--- src/rtl/screen_pkg.sv ---
// Shared definitions for the game display path: screen state encodings,
// the blank pixel value and the state-indexed pixel selection.
package screen_pkg;

  typedef logic [3:0] screen_state_t;

  localparam screen_state_t ST_IDLE  = 4'b0000;
  localparam screen_state_t ST_TITLE = 4'b0001;
  localparam screen_state_t ST_PLAY  = 4'b0010;
  localparam screen_state_t ST_OVER  = 4'b1111;

  localparam int unsigned  PIXEL_W     = 12;
  localparam logic [11:0]  BLANK_PIXEL = 12'h000;

  // Unknown encodings fall through to blank so a corrupted state never shows garbage.
  function automatic logic [11:0] select_pixel(
    input screen_state_t st,
    input logic [11:0]   title_px,
    input logic [11:0]   play_px,
    input logic [11:0]   over_px
  );
    logic [11:0] px;
    case (st)
      ST_TITLE: px = title_px;
      ST_PLAY:  px = play_px;
      ST_OVER:  px = over_px;
      ST_IDLE:  px = BLANK_PIXEL;
      default:  px = BLANK_PIXEL;
    endcase
    return px;
  endfunction

endpackage

--- src/rtl/screen_watchdog.sv ---
// Dwell counter for the game-over screen: counts enabled cycles, holds at its
// terminal count and emits a single expiry pulse until cleared.
module screen_watchdog
  import screen_pkg::*;
#(
  parameter int unsigned TIMEOUT_CYCLES = 130_000_000
) (
  input  logic clk_i,
  input  logic rst_i,
  input  logic enable_i,
  input  logic clear_i,
  output logic expired_o
);

  localparam int unsigned CW = (TIMEOUT_CYCLES > 1) ? $clog2(TIMEOUT_CYCLES) : 1;
  localparam logic [CW-1:0] LAST = CW'(TIMEOUT_CYCLES - 1);

  logic [CW-1:0] count_q, count_d;
  logic          fired_q, fired_d;
  logic          at_last;

  assign at_last = (count_q == LAST);

  // The count holds at LAST, so fired_q keeps the pulse to a single cycle.
  assign expired_o = enable_i & ~clear_i & at_last & ~fired_q;

  always_comb begin
    count_d = count_q;
    fired_d = fired_q;
    if (clear_i) begin
      count_d = '0;
      fired_d = 1'b0;
    end else if (enable_i) begin
      if (!at_last) begin
        count_d = count_q + CW'(1);
      end else begin
        fired_d = 1'b1;
      end
    end else begin
      count_d = count_q;
    end
  end

  always_ff @(posedge clk_i or posedge rst_i) begin
    if (rst_i) begin
      count_q <= '0;
      fired_q <= 1'b0;
    end else begin
      count_q <= count_d;
      fired_q <= fired_d;
    end
  end

endmodule

--- src/rtl/screen_sequencer.sv ---
// Game-level screen controller: frame-synchronous state FSM with a one-deep
// pending request, game-over watchdog, round counter and registered pixel mux.
module screen_sequencer
  import screen_pkg::*;
#(
  parameter int unsigned TIMEOUT_CYCLES = 130_000_000
) (
  input  logic        clk,
  input  logic        rst,
  input  logic [10:0] hcount_in,
  input  logic [9:0]  vcount_in,
  input  logic        start_in,
  input  logic        dead_in,
  input  logic [2:0]  finished_in,
  input  logic [11:0] title_pixel_in,
  input  logic [11:0] play_pixel_in,
  input  logic [11:0] over_pixel_in,
  output logic [3:0]  state_out,
  output logic [11:0] pixel_out,
  output logic        frame_start_out,
  output logic        timeout_out,
  output logic [7:0]  round_count_out
);

  screen_state_t state_q, state_d;
  logic          pend_valid_q, pend_valid_d;
  screen_state_t pend_tgt_q, pend_tgt_d;
  logic [11:0]   pixel_q, pixel_d;
  logic          frame_start_q;
  logic          timeout_q, timeout_d;
  logic [7:0]    round_q, round_d;

  logic          boundary;
  logic          commit;
  logic          in_over;
  logic          wd_expired;
  logic          req_valid;
  logic          wd_timeout;
  screen_state_t req_tgt;

  assign boundary = (hcount_in == 11'd0) && (vcount_in == 10'd0);
  assign commit   = boundary & pend_valid_q;
  assign in_over  = (state_q == ST_OVER);

  screen_watchdog #(
    .TIMEOUT_CYCLES (TIMEOUT_CYCLES)
  ) u_watchdog (
    .clk_i     (clk),
    .rst_i     (rst),
    .enable_i  (in_over),
    .clear_i   (~in_over),
    .expired_o (wd_expired)
  );

  // A corrupted state requests IDLE so the machine recovers at the next frame.
  always_comb begin
    req_valid  = 1'b0;
    req_tgt    = state_q;
    wd_timeout = 1'b0;
    case (state_q)
      ST_IDLE: begin
        req_valid = 1'b1;
        req_tgt   = ST_TITLE;
      end
      ST_TITLE: begin
        if (start_in || finished_in[0]) begin
          req_valid = 1'b1;
          req_tgt   = ST_PLAY;
        end else begin
          req_valid = 1'b0;
        end
      end
      ST_PLAY: begin
        if (dead_in || finished_in[1]) begin
          req_valid = 1'b1;
          req_tgt   = ST_OVER;
        end else begin
          req_valid = 1'b0;
        end
      end
      ST_OVER: begin
        if (finished_in[2]) begin
          req_valid = 1'b1;
          req_tgt   = ST_TITLE;
        end else if (wd_expired && !pend_valid_q) begin
          req_valid  = 1'b1;
          req_tgt    = ST_TITLE;
          wd_timeout = 1'b1;
        end else begin
          req_valid = 1'b0;
        end
      end
      default: begin
        req_valid = 1'b1;
        req_tgt   = ST_IDLE;
      end
    endcase
  end

  // Requests that would only re-select the state being committed are dropped,
  // otherwise they would lock out genuine requests for a whole frame.
  always_comb begin
    state_d      = commit ? pend_tgt_q : state_q;
    pend_valid_d = pend_valid_q & ~commit;
    pend_tgt_d   = pend_tgt_q;
    if (req_valid && (!pend_valid_q || commit) && (req_tgt != state_d)) begin
      pend_valid_d = 1'b1;
      pend_tgt_d   = req_tgt;
    end else begin
      pend_tgt_d   = pend_tgt_q;
    end
    if (commit && (state_q == ST_OVER) && (pend_tgt_q == ST_TITLE) && (round_q != 8'hFF)) begin
      round_d = round_q + 8'd1;
    end else begin
      round_d = round_q;
    end
    pixel_d   = select_pixel(state_q, title_pixel_in, play_pixel_in, over_pixel_in);
    timeout_d = wd_timeout;
  end

  always_ff @(posedge clk or posedge rst) begin
    if (rst) begin
      state_q       <= ST_IDLE;
      pend_valid_q  <= 1'b0;
      pend_tgt_q    <= ST_IDLE;
      pixel_q       <= BLANK_PIXEL;
      frame_start_q <= 1'b0;
      timeout_q     <= 1'b0;
      round_q       <= 8'd0;
    end else begin
      state_q       <= state_d;
      pend_valid_q  <= pend_valid_d;
      pend_tgt_q    <= pend_tgt_d;
      pixel_q       <= pixel_d;
      frame_start_q <= boundary;
      timeout_q     <= timeout_d;
      round_q       <= round_d;
    end
  end

  assign state_out       = state_q;
  assign pixel_out       = pixel_q;
  assign frame_start_out = frame_start_q;
  assign timeout_out     = timeout_q;
  assign round_count_out = round_q;

endmodule

--- config.mk ---
export PLATFORM = sky130hd
export DESIGN_NAME = screen_sequencer
export DESIGN_NICKNAME = d
export VERILOG_FILES = /design/src/rtl/screen_pkg.sv /design/src/rtl/screen_watchdog.sv /design/src/rtl/screen_sequencer.sv
export SDC_FILE = /design/constraint.sdc
export NUM_CORES = 1
export LEC_CHECK = 0
export BUFFER_PORTS_ARGS = -buffer_cell sky130_fd_sc_hd__buf_2
export CORE_UTILIZATION = 50
export DETAILED_ROUTE_END_ITERATION = 16
export PLACE_DENSITY = 0.77
export RECOVER_POWER = 50
export SLEW_MARGIN = 20
export SYNTH_ARGS = -nofsm -noshare
export SYNTH_HDL_FRONTEND = slang
export SYNTH_HIERARCHICAL = 1
export SYNTH_SLANG_ARGS = --single-unit
--- constraint.sdc ---
create_clock -name clk -period 10.2 [get_ports clk]
set_input_delay 1.53 -clock clk [delete_from_list [all_inputs] [get_ports clk]]
set_output_delay 1.53 -clock clk [all_outputs]
set_load 0.1 [all_outputs]
Word level (Yosys, flattened, before mapping)
Cells that the tools add are included.

Eq/ne operators: 9. Mux-type cells: 19. $add $sub $neg: 2. Bitwise operators: 6. Reductions and logical operators: 14.

Operators with widths (count): $mux W27 (2); $pmux W12 S3 (1); $add A27 B1 Y27 const B (1); $eq A27 B27 Y1 const B (1); $mux W4 (5); $pmux W4 S4 (1); $logic_not A11 Y1 (1); $logic_not A10 Y1 (1); $mux W1 (9); $add A8 B1 Y8 const B (1); $eq A4 B1 Y1 const B (2); $ne A8 B8 Y1 const B (1); $logic_and A1 B1 Y1 (7); $and A1 B1 Y1 (4); $eq A4 B2 Y1 const B (1); $eq A4 B4 Y1 const B (1); $logic_not A4 Y1 (1); $ne A4 B4 Y1 (1); $logic_or A1 B1 Y1 (3); $pmux W1 S3 (1); $ne A2 B1 Y1 const B (1); $ne A2 B2 Y1 const B (1); $not A1 Y1 (2); $logic_not A1 Y1 (1).

Output and inout bits: 26. Flip-flop bits (word level): 59. Input port bits: 64.

Logic depth before layout (Yosys ltp)
Depth in word-level cells: 10. Gate-level depth with buffers: 13. Depth with buffers taken out: 12.

Modules after synthesis
Netlist, hierarchy kept.

By module, submodules not included: screen_watchdog (instances 1, seq. area each 700.7 um2, area an instance 1626.6 um2, cells each 179); screen_sequencer (instances 1, seq. area each 775.7 um2, area an instance 1493.9 um2, cells each 133).

Worst setup path after synthesis
Ideal clock, no wire load.

Path type: register to register. Start: register state_q[2], in the netlist state_out[2]. End: register pend_tgt_q[2]. Cell stages (with the launch flop): 14. Clock period less this slack: 4004 ps. Slack: 6196 ps. Setup time: 125 ps. Required time: 10075 ps. Data arrival time: 3879 ps. Buffers on the path: 1. Cell sequence: dfrtp_1 and4_1 buf_4 inv_2 or4b_4 nor4_4 nand4_1 nor2_1 nor2b_1 o31a_1 o21ai_1 xor2_1 o311ai_2 mux2_2.

Cells in the longest elaborated chain, start to end: 9.

RTL lines: start: declaration (line screen_sequencer.sv:25) `screen_state_t state_q, state_d;`; start signal: assignment (line screen_sequencer.sv:131) `state_q <= state_d;`; $eq A4 B4 Y1 (*) (line screen_sequencer.sv:43) `assign in_over = (state_q == ST_OVER);`; $and A1 B1 Y1 (*) (2 in series) (line screen_watchdog.sv:25) `assign expired_o = enable_i & ~clear_i & at_last & ~fired_q;`; named net wd_expired (line screen_sequencer.sv:36) `logic wd_expired;`; $logic_and A1 B1 Y1 (*) (line screen_sequencer.sv:85) `end else if (wd_expired && !pend_valid_q) begin`; $mux W4 / $mux W1 (equally long branches) (line screen_sequencer.sv:85); $mux W4 / $mux W1 (equally long branches) (line screen_sequencer.sv:82) `if (finished_in[2]) begin`; $pmux W4 S4 / $pmux W1 S3 (equally long branches) (line screen_sequencer.sv:60) `case (state_q)`; $ne A4 B4 Y1 / $logic_and A1 B1 Y1 (equally long branches) (line screen_sequencer.sv:106) `if (req_valid && (!pend_valid_q || commit) && (req_tgt != state_d)) begin`; $logic_and A1 B1 Y1 (line screen_sequencer.sv:106); end signal: assignment (line screen_sequencer.sv:133) `pend_tgt_q <= pend_tgt_d;`; end: declaration (line screen_sequencer.sv:27) `screen_state_t pend_tgt_q, pend_tgt_d;`.

The timed path passes the listed nets; every way through them passes the cells marked *. A chain may end at the register's enable or synchronous reset.

Worst setup path after layout
Start: register state_q[0], in the netlist state_out[0]. End: register pend_tgt_q[3].

Same word-level chain as after synthesis.

==> impl_metrics.toml <==
[run_status]
outcome = "complete, no violations"

[logic_synthesis]
syn-num-nets = 378
synthArstFlopShare_pct = 100.0
synth.distinct_cells = 55
synth_ff_type = "dfrtp_1"
postSynthAreaPerCell_sq_um = 10.00
yosys_register_bits = 59
seq_area_frac_synth_pct = 47.31
yosysWarnings = 6
synth_cells = 312
syn-cell-area_sq_mm = 0.003120
synth-edff-count = 0

[clock_network]
htreeDepth = 3
clock_tree.buffer_depth = 2
ctsHoldBuffers = 0
cts_resized = 0
clk_pin_slew_worst_paths_ns = 0.07
clock_sinks = 59
root_buffer = "clkbuf_8"
cts_buffers = 9
post_cts_buffers = 0
cts_tree = "done"
clock_latency_ns = 0.34

[worst_setup_path]
worstPathBufferInverterCount = 1
cp_cell_sequence = "and4_1 -> inv_2 -> or4b_4 -> nor4_4 -> nand4_1 -> nor2_1 -> nor2b_1 -> o31a_1 -> o21ai_1 -> xor2_1 -> o311ai_2 -> mux2_2"
cp-end-kind = "register"
path_class = "reg2reg"
worst-path-max-fanout = 27
crit_arrival_ns = 4.87
path_delay_family = "simple AND/OR/NAND/NOR gates"
crit_path_start_kind = "register"
crit_slowest_cell = "and4_1"
cpPeakStageDelay_ns = 0.87
required_ns = 10.41

[layout]
drive_above_1_share_pct = 30.27
layout_commonest_cell = "buf_2"
multi_input_area_sq_mm = 0.001481
layout.nets = 466
nFillCells = 535
area_delta_synth_final_pct = 20.73
layout.area.seq_sq_mm = 0.001476
antenna_cells = 0
final_cell_mix = "88 x buf_2, 59 x dfrtp_1, 26 x nand2_1, 23 x nor2_1, 23 x inv_1"

[placement]
finalWeightedCongestion = 0.8681
place_hpwl_mm = 5.172
port_buffers = 89

[route]
drt-initial-drc-count = 253
wirelength_mm = 7.293
drt_pass1_iterations = 7
via_count = 2818
route.detailed.drc = 0
wl_per_cell_microns = 15.26
ant_nets = 0
vias_per_cell = 5.895

[floorplanning]
dieWidth_microns = 81
pin_count = 90
fp-row-count = 28
core-area_sq_mm = 0.005956
die_h_microns = 81
start_util_pct = 52.39
die_area_sq_mm = 0.006561

[timing]
setup_violations = 0
hold_violations = 0
fin_skew_ns = 0.01162
worstMarginPinSlew_ns = 1.147
period_share_pct = 45.65
fmax_mhz = 214.8
relSlewSlack_pct = 23.47
period_needed_ns = 4.656
setup_tns_ns = 0
rsz0062_at_grt = "false"
slew_violations = 0

[global_routing]
grt_pass1_wl_mm = 12.05
grt_pass1_vias = 2674
antenna_found_initial = 0
grt_start_max_net_pins = 32
grt_overflow_total = 0
grt_usage_pct = 24.49

[power]
power_density_mw_per_mm2 = 117.5
power_mw = 0.4425
ir_drop_uv = 79.34
p_leak_nw = 1.881

[job]
maxCapViolCount = 0

[min_path]
hp-class = "reg2reg"
## sequential cells by signal, summed over array words and instances (netlist names), 4 cells and up
name / cells
state_out: 4
pixel_out: 12
pend_tgt_q: 4
round_count_out: 8
u_watchdog/count_q: 27
## logic make-up after synthesis
kind of cell / Yosys count / synth area share, %
adders and majority gates: 2 / 0.8018
muxes: 9 / 3.208
xor gates and xnor gates: 15 / 4.210
DFF: 59 / 47.31
and+or+nand+nor: 126 / 22.61
buffers and inverters: 38 / 5.413
AOI/OAI and AO/OA: 63 / 16.44
## cell usage after synthesis (4+ instances only)
cell | n | area share (%)
and3_1 | 8 | 1.6
nor3_1 | 5 | 0.80
nand3_1 | 10 | 1.6
and2_1 | 5 | 1.0
a31oi_1 | 6 | 1.2
nor4_1 | 7 | 1.4
nand3b_1 | 4 | 0.96
xnor2_1 | 7 | 2.0
o21ai_0 | 6 | 0.96
nand2_1 | 26 | 3.1
xor2_1 | 8 | 2.2
nand4_1 | 19 | 3.8
a21oi_1 | 10 | 1.6
a222oi_1 | 12 | 3.8
inv_1 | 23 | 2.8
clkbuf_1 | 9 | 1.1
mux2_2 | 6 | 2.2
dfrtp_1 | 59 | 47
nor2_1 | 23 | 2.8
## power breakdown
group | internal [mW] | switching [mW] | total [mW]
logic | 0.00995 | 0.00990 | 0.0199
registers | 0.235 | 0.00104 | 0.236
clock network | 0.0974 | 0.0892 | 0.187
## final timing paths
path | slack [ns] | start | cells past startpoint | endpoint
setup / recovery | 5.54 | state_out[0] | 12 | pend_tgt_q[3]
hold / removal | 0.49 | round_count_out[6] | 1 | round_count_out[6]
setup reg to reg | 5.54 | state_out[0] | 12 | pend_tgt_q[3]
hold reg to reg | 0.49 | round_count_out[6] | 1 | round_count_out[6]
max in group asynchronous | 8.00 | rst | 2 | state_out[2]
min in group asynchronous | 1.47 | rst | 2 | u_watchdog/count_q[25]
## stage by stage
step           hold slack (ns)  util [%]  cell area [sq um]  instances  worst slack (ns)
6_report                0.4905     63.26               3767        478             5.544
3_5_place_dp            0.4792     60.48               3602        464             5.608
3_3_place_gp            0.4767     60.48               3602        464             5.728
2_1_floorplan           0.4642         -               3120        312             6.196
4_1_cts                 0.4895     63.28               3769        478             5.569
5_1_grt                 0.5046     63.26               3767        478             5.143
## layout make-up
class                      count  area share (%)
multi-input combinational    215           39.32
sequential                    59           39.19
timing repair buffer          91           12.19
clock buffer                  11           4.019
tap                           75           2.491
inverter                      24           2.391
clock inverter                 3          0.3985
## per-layer routing
metal,wire [microns],global-route usage [%],up-vias
met2,3512,39.24,95
li1,-,-,1348
met4,112,11.25,0
met3,408,5.281,12
met5,0,0,-
met1,3259,31.67,1363
Power figures use the tool's default switching activity.
